**config.mk**
```make
export PLATFORM = sky130hd
export DESIGN_NAME = dmem_arbiter_flat
export DESIGN_NICKNAME = d
export VERILOG_FILES = /design/src/rtl/dmem_arbiter_if.sv /design/src/rtl/dmem_arbiter.sv /design/src/flat_wrapper.sv
export SDC_FILE = /design/constraint.sdc
export NUM_CORES = 1
export LEC_CHECK = 0
export BUFFER_PORTS_ARGS = -buffer_cell sky130_fd_sc_hd__buf_2
export CAP_MARGIN = 40
export CORE_AREA = 2 2 122 124
export DETAILED_ROUTE_END_ITERATION = 12
export DIE_AREA = 0 0 124 126
export MAX_ROUTING_LAYER = met4
export PLACE_DENSITY = 0.65
export SLEW_MARGIN = 20
export SYNTH_ARGS = -nofsm -noshare
export SYNTH_HDL_FRONTEND = slang
export SYNTH_SLANG_ARGS = --single-unit
```
**constraint.sdc**
```tcl
create_clock -name clk -period 3.7 [get_ports clk]
set_input_delay 0.555 -clock clk [delete_from_list [all_inputs] [get_ports clk]]
set_output_delay 0.555 -clock clk [all_outputs]
set_load 0.02 [all_outputs]
```
**src/rtl/dmem_arbiter_if.sv**
```systemverilog
// Bus bundle between the MEM stage, the DMA/loader port and the single-port dmem.
// Optional perf counters appear when DMEM_ARB_PERF_EN is defined.
interface dmem_arbiter_if;
  logic        core_req;
  logic        core_we;
  logic [3:0]  core_be;
  logic [29:0] core_addr;
  logic [31:0] core_wd;
  logic [31:0] core_rd;
  logic        core_stall;

  logic        dma_valid;
  logic        dma_ready;
  logic        dma_we;
  logic [3:0]  dma_be;
  logic [29:0] dma_addr;
  logic [31:0] dma_wd;
  logic [7:0]  dma_burst_len;
  logic [31:0] dma_rdata;
  logic        dma_rvalid;

  logic        mem_we;
  logic [3:0]  mem_be;
  logic [29:0] mem_addr;
  logic [31:0] mem_wd;
  logic [31:0] mem_rd;

`ifdef DMEM_ARB_PERF_EN
  logic [31:0] perf_core_stall_cnt;
  logic [31:0] perf_dma_beats;
  logic [31:0] perf_forced_cnt;
`endif

  // Arbiter side
  modport slave (
`ifdef DMEM_ARB_PERF_EN
    output perf_core_stall_cnt, perf_dma_beats, perf_forced_cnt,
`endif
    input  core_req, core_we, core_be, core_addr, core_wd,
    output core_rd, core_stall,
    input  dma_valid, dma_we, dma_be, dma_addr, dma_wd, dma_burst_len,
    output dma_ready, dma_rdata, dma_rvalid,
    output mem_we, mem_be, mem_addr, mem_wd,
    input  mem_rd
  );

  // Environment side: requesters plus the memory read path
  modport master (
`ifdef DMEM_ARB_PERF_EN
    input  perf_core_stall_cnt, perf_dma_beats, perf_forced_cnt,
`endif
    output core_req, core_we, core_be, core_addr, core_wd,
    input  core_rd, core_stall,
    output dma_valid, dma_we, dma_be, dma_addr, dma_wd, dma_burst_len,
    input  dma_ready, dma_rdata, dma_rvalid,
    input  mem_we, mem_be, mem_addr, mem_wd,
    output mem_rd
  );
endinterface

```
**src/rtl/dmem_arbiter.sv**
```systemverilog
// Core/DMA arbiter for the single-port data memory: core priority, bounded DMA wait,
// locked DMA bursts. Define DMEM_ARB_PERF_EN to add stall/beat/force counters.
module dmem_arbiter #(
  parameter int MAX_WAIT  = 8,
  parameter int MAX_BURST = 16
) (
  input  logic           clk,
  input  logic           rst_n,
  dmem_arbiter_if.slave  bus
);

  typedef enum logic {IDLE, BURST} state_t;

  localparam logic [7:0] MAX_WAIT_C  = 8'(MAX_WAIT);
  localparam logic [7:0] MAX_BURST_C = 8'(MAX_BURST);

  state_t      state_reg, state_next;
  logic [7:0]  beat_cnt_reg, beat_cnt_next;
  logic [7:0]  wait_cnt_reg, wait_cnt_next;
  logic        dma_rvalid_reg;
  logic [31:0] dma_rdata_reg;
  logic        grant_core, grant_dma, force_grant;
  logic [7:0]  eff_len;

  always_comb begin
    eff_len = bus.dma_burst_len;
    if (eff_len == 8'd0)
      eff_len = 8'd1;
    if (eff_len > MAX_BURST_C)
      eff_len = MAX_BURST_C;
  end

  always_comb begin
    grant_core    = 1'b0;
    grant_dma     = 1'b0;
    force_grant   = 1'b0;
    state_next    = state_reg;
    beat_cnt_next = beat_cnt_reg;
    case (state_reg)
      IDLE: begin
        force_grant = bus.dma_valid && (wait_cnt_reg >= MAX_WAIT_C);
        if (force_grant)
          grant_dma = 1'b1;
        else if (bus.core_req)
          grant_core = 1'b1;
        else if (bus.dma_valid)
          grant_dma = 1'b1;
        if (grant_dma && eff_len > 8'd1) begin
          state_next    = BURST;
          beat_cnt_next = eff_len - 8'd1;
        end
      end
      BURST: begin
        // A gap in dma_valid lends the slot to the core without consuming a beat
        if (bus.dma_valid)
          grant_dma = 1'b1;
        else if (bus.core_req)
          grant_core = 1'b1;
        if (grant_dma) begin
          if (beat_cnt_reg <= 8'd1) begin
            beat_cnt_next = 8'd0;
            state_next    = IDLE;
          end else begin
            beat_cnt_next = beat_cnt_reg - 8'd1;
          end
        end
      end
      default: begin
        state_next    = IDLE;
        beat_cnt_next = 8'd0;
      end
    endcase
  end

  always_comb begin
    wait_cnt_next = wait_cnt_reg;
    if (!bus.dma_valid || grant_dma)
      wait_cnt_next = 8'd0;
    else if (wait_cnt_reg != 8'hFF)
      wait_cnt_next = wait_cnt_reg + 8'd1;
  end

  assign bus.dma_ready  = grant_dma;
  assign bus.core_stall = bus.core_req && !grant_core;
  assign bus.core_rd    = bus.mem_rd;
  assign bus.dma_rdata  = dma_rdata_reg;
  assign bus.dma_rvalid = dma_rvalid_reg;

  // Idle cycles park the address/data on the core so only we/be need gating
  always_comb begin
    bus.mem_we   = 1'b0;
    bus.mem_be   = 4'h0;
    bus.mem_addr = bus.core_addr;
    bus.mem_wd   = bus.core_wd;
    if (grant_dma) begin
      bus.mem_we   = bus.dma_we;
      bus.mem_be   = bus.dma_be;
      bus.mem_addr = bus.dma_addr;
      bus.mem_wd   = bus.dma_wd;
    end else if (grant_core) begin
      bus.mem_we   = bus.core_we;
      bus.mem_be   = bus.core_be;
    end
  end

  always_ff @(posedge clk or negedge rst_n) begin
    if (!rst_n) begin
      state_reg      <= IDLE;
      beat_cnt_reg   <= 8'd0;
      wait_cnt_reg   <= 8'd0;
      dma_rvalid_reg <= 1'b0;
      dma_rdata_reg  <= 32'd0;
    end else begin
      state_reg      <= state_next;
      beat_cnt_reg   <= beat_cnt_next;
      wait_cnt_reg   <= wait_cnt_next;
      dma_rvalid_reg <= grant_dma && !bus.dma_we;
      if (grant_dma && !bus.dma_we)
        dma_rdata_reg <= bus.mem_rd;
    end
  end

`ifdef DMEM_ARB_PERF_EN
  logic [31:0] perf_stall_reg, perf_beats_reg, perf_forced_reg;

  always_ff @(posedge clk or negedge rst_n) begin
    if (!rst_n) begin
      perf_stall_reg  <= 32'd0;
      perf_beats_reg  <= 32'd0;
      perf_forced_reg <= 32'd0;
    end else begin
      if (bus.core_stall)
        perf_stall_reg <= perf_stall_reg + 32'd1;
      if (grant_dma)
        perf_beats_reg <= perf_beats_reg + 32'd1;
      if (force_grant)
        perf_forced_reg <= perf_forced_reg + 32'd1;
    end
  end

  assign bus.perf_core_stall_cnt = perf_stall_reg;
  assign bus.perf_dma_beats      = perf_beats_reg;
  assign bus.perf_forced_cnt     = perf_forced_reg;
`endif

endmodule

```
**src/flat_wrapper.sv**
```systemverilog
// flat-port wrapper written by rule: the top's interface ports become plain ports
module dmem_arbiter_flat 
#(
  parameter int MAX_WAIT  = 8,
  parameter int MAX_BURST = 16
)
  (clk, rst_n, bus_core_req, bus_core_we, bus_core_be, bus_core_addr, bus_core_wd, bus_core_rd, bus_core_stall, bus_dma_valid, bus_dma_we, bus_dma_be, bus_dma_addr, bus_dma_wd, bus_dma_burst_len, bus_dma_ready, bus_dma_rdata, bus_dma_rvalid, bus_mem_we, bus_mem_be, bus_mem_addr, bus_mem_wd, bus_mem_rd);
  dmem_arbiter_if bus_i ();
  input  logic clk;
  input  logic rst_n;
  input wire logic [$bits(bus_i.core_req)-1:0] bus_core_req;
  input wire logic [$bits(bus_i.core_we)-1:0] bus_core_we;
  input wire logic [$bits(bus_i.core_be)-1:0] bus_core_be;
  input wire logic [$bits(bus_i.core_addr)-1:0] bus_core_addr;
  input wire logic [$bits(bus_i.core_wd)-1:0] bus_core_wd;
  output wire logic [$bits(bus_i.core_rd)-1:0] bus_core_rd;
  output wire logic [$bits(bus_i.core_stall)-1:0] bus_core_stall;
  input wire logic [$bits(bus_i.dma_valid)-1:0] bus_dma_valid;
  input wire logic [$bits(bus_i.dma_we)-1:0] bus_dma_we;
  input wire logic [$bits(bus_i.dma_be)-1:0] bus_dma_be;
  input wire logic [$bits(bus_i.dma_addr)-1:0] bus_dma_addr;
  input wire logic [$bits(bus_i.dma_wd)-1:0] bus_dma_wd;
  input wire logic [$bits(bus_i.dma_burst_len)-1:0] bus_dma_burst_len;
  output wire logic [$bits(bus_i.dma_ready)-1:0] bus_dma_ready;
  output wire logic [$bits(bus_i.dma_rdata)-1:0] bus_dma_rdata;
  output wire logic [$bits(bus_i.dma_rvalid)-1:0] bus_dma_rvalid;
  output wire logic [$bits(bus_i.mem_we)-1:0] bus_mem_we;
  output wire logic [$bits(bus_i.mem_be)-1:0] bus_mem_be;
  output wire logic [$bits(bus_i.mem_addr)-1:0] bus_mem_addr;
  output wire logic [$bits(bus_i.mem_wd)-1:0] bus_mem_wd;
  input wire logic [$bits(bus_i.mem_rd)-1:0] bus_mem_rd;
  assign bus_i.core_req = bus_core_req;
  assign bus_i.core_we = bus_core_we;
  assign bus_i.core_be = bus_core_be;
  assign bus_i.core_addr = bus_core_addr;
  assign bus_i.core_wd = bus_core_wd;
  assign bus_core_rd = bus_i.core_rd;
  assign bus_core_stall = bus_i.core_stall;
  assign bus_i.dma_valid = bus_dma_valid;
  assign bus_i.dma_we = bus_dma_we;
  assign bus_i.dma_be = bus_dma_be;
  assign bus_i.dma_addr = bus_dma_addr;
  assign bus_i.dma_wd = bus_dma_wd;
  assign bus_i.dma_burst_len = bus_dma_burst_len;
  assign bus_dma_ready = bus_i.dma_ready;
  assign bus_dma_rdata = bus_i.dma_rdata;
  assign bus_dma_rvalid = bus_i.dma_rvalid;
  assign bus_mem_we = bus_i.mem_we;
  assign bus_mem_be = bus_i.mem_be;
  assign bus_mem_addr = bus_i.mem_addr;
  assign bus_mem_wd = bus_i.mem_wd;
  assign bus_i.mem_rd = bus_mem_rd;
  dmem_arbiter #(.MAX_WAIT(MAX_WAIT), .MAX_BURST(MAX_BURST)) u_core (.clk(clk), .rst_n(rst_n), .bus(bus_i));
endmodule
```
==> results of run 1 <==
[how the worst max path moves through the flow]
stage | start | end | slack (ns)
floorplan | bus_core_req | bus_mem_wd[10] | 0.93
global placement | bus_core_req | bus_mem_wd[30] | 0.65
detailed placement | bus_core_req | bus_mem_addr[2] | 0.72
CTS | u_core.wait_cnt_reg[3] | bus_mem_addr[2] | 0.59
global route | u_core.wait_cnt_reg[3] | bus_mem_addr[9] | 0.43
finish | u_core.wait_cnt_reg[3] | bus_mem_wd[5] | 0.62
[cells by family after synthesis]
logic type | Yosys count
adder cells (fa/ha/maj) | 6
AND/OR/NAND/NOR | 233
flip-flops | 50
buffers and inverters | 64
AO/OA/AOI/OAI | 32
XOR/XNOR | 1
multiplexers | 35
other | 1
[metal layers]
layer | up-vias | wire, um
met5 | - | 0
met4 | 0 | 46
met3 | 2 | 854
met2 | 116 | 5842
met1 | 1703 | 4642
li1 | 1901 | -
[layout by cell type (no fill, tap or decap), types with 2 or more instances in the layout]
cell type and count:
a211o_1 3, a211oi_1 2, a21oi_1 2, a22o_1 2, a31oi_1 2, buf_12 2
buf_2 311, buf_4 5, clkbuf_16 5, conb_1 4, dfrtp_1 50, ha_1 6
inv_1 12, inv_6 2, mux2_2 34, nand2_1 199, nand3_1 7, nor2_1 9
nor3_1 2, o21ai_0 2, o22ai_1 4, o31ai_1 4, o41ai_1 2, or3_1 2
[power by group through the flow]
stage / Combinational (W) / Clock, W / Sequential, W
2_1_floorplan: 0.000385 / 0 / 0.000771
3_3_place_gp: 0.000724 / 0 / 0.000708
3_5_place_dp: 0.000731 / 0 / 0.000711
4_1_cts: 0.000733 / 0.000561 / 0.000701
5_1_grt: 0.000798 / 0.000589 / 0.000718
6_report: 0.000724 / 0.000533 / 0.000701
[metrics by stage]
stage	power, W	std cells	cell area [sq um]
after floorplan	0.001156	425	3323
after global placement	0.001432	875	4860
after detailed placement	0.001442	876	4880
after CTS	0.001994	884	5052
after global routing	0.002105	885	5055
final	0.001959	885	5055
[area by class of cell]
cell class | instances | area, sq um
inverters | 13 | 48.80
clock inverters | 3 | 47.55
flip-flops and latches | 50 | 1251
well taps | 184 | 230.2
fillers | 1558 | 9259
repair buffers | 318 | 1634
clock buffers | 5 | 125.1
diodes | 1 | 2.502
multi-input cells | 311 | 1715
[critical path: stages, from the launching register on]
cell and delay (ns):
dfrtp_1 0.39, or4b_1 0.60, o41ai_4 0.34, inv_2 0.34, buf_12 0.27, nand2_1 0.08
nand2_1 0.05, buf_2 0.15
==> results.yml, run 1 <==
logic_synthesis:
  yosysSeqAreaShare: 0.3778
  synth.most_common_cell: "nand2_1"
  synth_edf_count: 0
  synth-simple-area-share: 0.2860
  ys.flop_type: "dfrtp_1"
  netlist_top_cells_count: "199 x nand2_1, 50 x dfrtp_1, 34 x mux2_2, 32 x buf_4, 15 x clkbuf_1"
  async_reset_ff_frac: 1.000
  ys_ff_latch: 50
  synth_top_family_by_area: "simple AND/OR/NAND/NOR gates"
  synth_area_per_cell_sq_um: 7.848
  syn-instance-count: 422
  synth_cell_types: 48
  synth_xor_area_frac: 0.002645
  synthTopCellsByArea: "dfrtp_1 38%, nand2_1 23%, mux2_2 12%"
  synth_top_area_frac: 0.3778
  yosys_warnings: 0
  synthesis.area_sq_um: 3312
  yosysTopAreaCell: "dfrtp_1"
  synth_mux_area_frac: 0.1186
  synth_compound_gate_area_share: 0.08122
  synth_fa_ha_area_frac: 0.02267
setup_path:
  cp_max_fo: 37
  r2r_setup_slack_ns: 1.25
  worstSetupStartpointType: "flop"
  reg2reg_to: "u_core.beat_cnt_reg[1]"
  worstSetupPathType: "reg -> out"
  r2r_start: "u_core.wait_cnt_reg[3]"
  reg2reg_depth: 5
  cp_data_required_time_ns: 3.14
  arrival_ns: 2.52
  end_kind: "output pin"
flow_run:
  drv_cap: 0
clock_network:
  tritoncts: "yes"
  clockRootBuffer: "clkbuf_16"
  clock_path_buffers: 2
  worstSkewPairLatency_ns: 0.29
  cts_inserted_buffers: 5
  post_cts_buffers: 0
  hold_buffers: 0
  clk_pin_slew_ns: 0.07
  cts.sinks: 50
  cts.htree.levels: 2
  cts_resized: 0
power_and_ir_drop:
  seqPwrFrac: 0.358
  power_frac_comb: 0.370
  power_density_nw_per_um2: 387.5
  power.switching_w: 0.0006959
  leakage_nw: 2.913
  p_clk_frac: 0.272
  ir_worst_vdd_uv: 170.9
  switching_share: 0.3552
  p_int_w: 0.001263
floorplan:
  die_area_sq_um: 15620
  pin_count: 312
  rows: 44
  dieHeight_um: 126
  initial_core_util: 0.2314
  die_w_um: 124
  coreArea_sq_um: 14310
timing:
  tightest_slew_ns: 0.6437
  skew_ns: 0.008366
  max_freq_ghz: 0.3248
  period_share: 0.8320
  fin_crit_ns: 3.078
  setup_viol: 0
  grt_setup_unrepaired: "false"
  hold_viol: 0
  whs_ns: 0.2860
  timing.final.ws_setup_ns: 0.6216
  fin_tns_setup_ns: 0
  maxSlewViolCount: 0
  slew_headroom: 0.5709
routing:
  detail-route-antenna-nets: 0
  wl_um: 11390
  firstDrtPassIters: 4
  drc_errors: 0
  wire_per_inst_um: 12.87
  drt-initial-drc-count: 142
  vias: 3722
  vias_per_cell: 4.206
placed_design:
  port_buffers: 311
  dp_hpwl_um: 9352
  dp_slack_ns: 0.7225
  gp_congestion: 0.7626
global_routing:
  met2_usage: 0.2453
  met3_usage: 0.02717
  grt_pass1_wl_um: 16740
  antenna_found_initial: 1
  grt_overflow: 0
  grt_max_degree: 73
  grt_busiest_layer: "met2"
  gr-usage-met1: 0.1675
  grt_usage: 0.1396
  grt_pass1_vias: 3297
layout:
  final_nets: 883
  final_core_util: 0.3531
  synthToLayoutAreaGrowth_pct: 52.63
  largest_reg_flops: 32
  drive_above_1_share: 0.5314
hold_path:
  hold_path_class: "in -> async"
run_status:
  status: "completed"
Note: power is estimated with default switching activity, not from simulation.
==> run 2, diff against run 1 <==
--- a/config.mk
+++ b/config.mk
@@ -7,11 +7,11 @@
 export LEC_CHECK = 0
 export BUFFER_PORTS_ARGS = -buffer_cell sky130_fd_sc_hd__buf_2
 export CAP_MARGIN = 40
-export CORE_AREA = 2 2 122 124
+export CORE_AREA = 2 2 120 122
 export DETAILED_ROUTE_END_ITERATION = 12
-export DIE_AREA = 0 0 124 126
+export DIE_AREA = 0 0 122 124
 export MAX_ROUTING_LAYER = met4
-export PLACE_DENSITY = 0.65
+export PLACE_DENSITY = 0.67
 export SLEW_MARGIN = 20
 export SYNTH_ARGS = -nofsm -noshare
 export SYNTH_HDL_FRONTEND = slang
==> constraint.sdc (replaced) <==
create_clock -name clk -period 3 [get_ports clk]
set_input_delay 0.45 -clock clk [delete_from_list [all_inputs] [get_ports clk]]
set_output_delay 0.45 -clock clk [all_outputs]
set_load 0.02 [all_outputs]
==> run 2 against run 1 <==
Against the previous run:
- clock power rose by 8.4%
- largest power group unchanged
- largest cell class unchanged
- sequential power grew 24%
- die area shrank 3.2%
- routed wire length fell by 1.3%
- first-iteration DRC count increased by 39%
- count of clock-buffer cells in the layout is the same
- critical path type unchanged
- total power up 19%
==> results.yml, run 2 (synthesized netlist as in run 1, its figures left out) <==
timing:
  timing.final.ws_setup_ns: 0.2020
  fin_tns_setup_ns: 0
  slew_headroom: 0.5828
  hold_viol: 0
  setup_viol: 0
  fin_crit_ns: 2.798
  grt_setup_unrepaired: "false"
  whs_ns: 0.1813
  skew_ns: 0.007167
  max_freq_ghz: 0.3574
  maxSlewViolCount: 0
  tightest_slew_ns: 0.6258
  period_share: 0.9327
setup_path:
  arrival_ns: 2.35
  reg2reg_to: "u_core.beat_cnt_reg[1]"
  path_buf_inv: 2
  cp_max_fo: 21
  cp_cell_sequence: "or4b_1 -> o41ai_4 -> buf_4 -> nand2_1 -> nand2_1 -> buf_2"
  reg2reg_depth: 6
  critPathCapture: "bus_mem_addr[15]"
  crit_family: "simple AND/OR/NAND/NOR gates"
  cp_slowest_cell: "or4b_1"
  cpMostUsedCell: "nand2_1"
  cp_data_required_time_ns: 2.55
  end_kind: "output pin"
  worstSetupPathType: "reg -> out"
  max_stage_delay_ns: 0.61
  worstSetupStartpointType: "flop"
  crit_start: "u_core.wait_cnt_reg[3]"
  path_depth: 6
  r2r_start: "u_core.wait_cnt_reg[3]"
  r2r_setup_slack_ns: 0.62
global_routing:
  met2_usage: 0.2242
  grt_pass1_wl_um: 15840
  grt_usage: 0.1357
  grt_max_degree: 51
  antenna_found_initial: 0
  grt_busiest_layer: "met2"
  gr-usage-met1: 0.1829
  met3_usage: 0.02335
  grt_pass1_vias: 3192
  grt_overflow: 0
power_and_ir_drop:
  power_frac_comb: 0.381
  p_clk_frac: 0.248
  seqPwrFrac: 0.371
  ir_worst_vdd_uv: 229.1
  power_density_nw_per_um2: 461.5
  leakage_nw: 2.918
  switching_share: 0.3659
  power.switching_w: 0.0008534
  p_int_w: 0.001479
floorplan:
  die_area_sq_um: 15130
  coreArea_sq_um: 13720
  dieHeight_um: 124
  rows: 43
  die_w_um: 122
  initial_core_util: 0.2414
  pin_count: 312
routing:
  vias: 3767
  wl_um: 11230
  vias_per_cell: 4.266
  drt-initial-drc-count: 198
  firstDrtPassIters: 4
  drc_errors: 0
  wire_per_inst_um: 12.72
  detail-route-antenna-nets: 0
clock_network:
  clockRootBuffer: "clkbuf_16"
  clk_pin_slew_ns: 0.07
  worstSkewPairLatency_ns: 0.29
  post_cts_buffers: 0
  cts.htree.levels: 2
  cts.sinks: 50
  tritoncts: "yes"
  clock_path_buffers: 2
  cts_inserted_buffers: 5
  hold_buffers: 0
layout:
  n_fill_cell: 1455
  largest_reg_flops: 32
  n_antenna_cell: 0
  multi_input_area_sq_um: 1715
  final_common_cell: "buf_2"
  synthToLayoutAreaGrowth_pct: 52.63
  regArea_sq_um: 1251
  final_nets: 886
  drive_above_1_share: 0.5334
  mostFrequentLayoutCells: "310 x buf_2, 199 x nand2_1, 50 x dfrtp_1, 34 x mux2_2, 12 x inv_1"
hold_path:
  hold_path_class: "in -> async"
flow_run:
  drv_cap: 0
placed_design:
  dp_hpwl_um: 9234
  gp_congestion: 0.8047
  dp_slack_ns: 0.4104
  port_buffers: 311
run_status:
  status: "completed"
-- run 2: cell count changes in the layout (fill, tap and decap cells not counted), sizes merged --
cell	delta
bufinv	-1
buf	+3
diode	-1
inv	+1
-- run 2: worst reg2reg max path: stages, from the launching register on --
cell and delay, ns:
dfrtp_1 0.39, or4b_1 0.61, o41ai_4 0.40, inv_2 0.08
buf_4 0.23, o21ai_2 0.19, mux2_2 0.38
-- run 2: how the worst min path moves through the flow --
stage                        startpoint                        to  slack (ns)  cells after the start
3_5_place_dp    u_core.bus.dma_rdata[8]   u_core.bus.dma_rdata[8]        0.49                      1
6_report                          rst_n   u_core.bus.dma_rdata[8]        0.18                      1
5_1_grt                           rst_n  u_core.bus.dma_rdata[10]        0.22                      1
4_1_cts                           rst_n   u_core.bus.dma_rdata[8]        0.20                      1
2_1_floorplan                     rst_n    u_core.beat_cnt_reg[0]        0.15                      0
3_3_place_gp   u_core.bus.dma_rdata[16]  u_core.bus.dma_rdata[16]        0.48                      1
-- run 2: area by class of cell --
| type | count | share of cell area |
|---|---|---|
| multi-input combinational | 311 | 0.3394 |
| timing repair buffer | 321 | 0.3290 |
| sequential | 50 | 0.2475 |
| tap | 180 | 0.04455 |
| clock buffer | 5 | 0.02475 |
| inverter | 13 | 0.009653 |
| clock inverter | 3 | 0.005198 |
-- run 2: through the flow --
step                        util  total power [W]  instances  cell area [sq um]
final                     0.3684         0.002333        883               5055
after global routing      0.3684         0.002503        883               5055
after CTS                 0.3682         0.002369        883               5051
after detailed placement  0.3571         0.001773        875               4900
after global placement    0.3555         0.001764        874               4877
after floorplan                -         0.001426        425               3323
-- run 2: what timing repair did --
| item | 4_1_cts | 5_1_grt |
|---|---|---|
| setup endpoints to repair | 0 | 1 |
| endpoints found under the hold margin | 0 | 0 |
| resized for setup | 0 | 1 |
-- run 2: layer usage --
metal | part of all wire | wire length, um
met5 | 0 | 0
met4 | 0.00089 | 10
met3 | 0.058 | 649
met2 | 0.51 | 5744
met1 | 0.43 | 4830
-- run 2: power groups by stage --
stage	clock network, W	logic, W	registers [W]
2_1_floorplan	0	0.000475	0.000951
3_3_place_gp	0	0.000889	0.000875
3_5_place_dp	0	0.000898	0.000875
4_1_cts	0.000606	0.000898	0.000865
5_1_grt	0.000643	0.000974	0.000885
6_report	0.000578	0.000889	0.000866
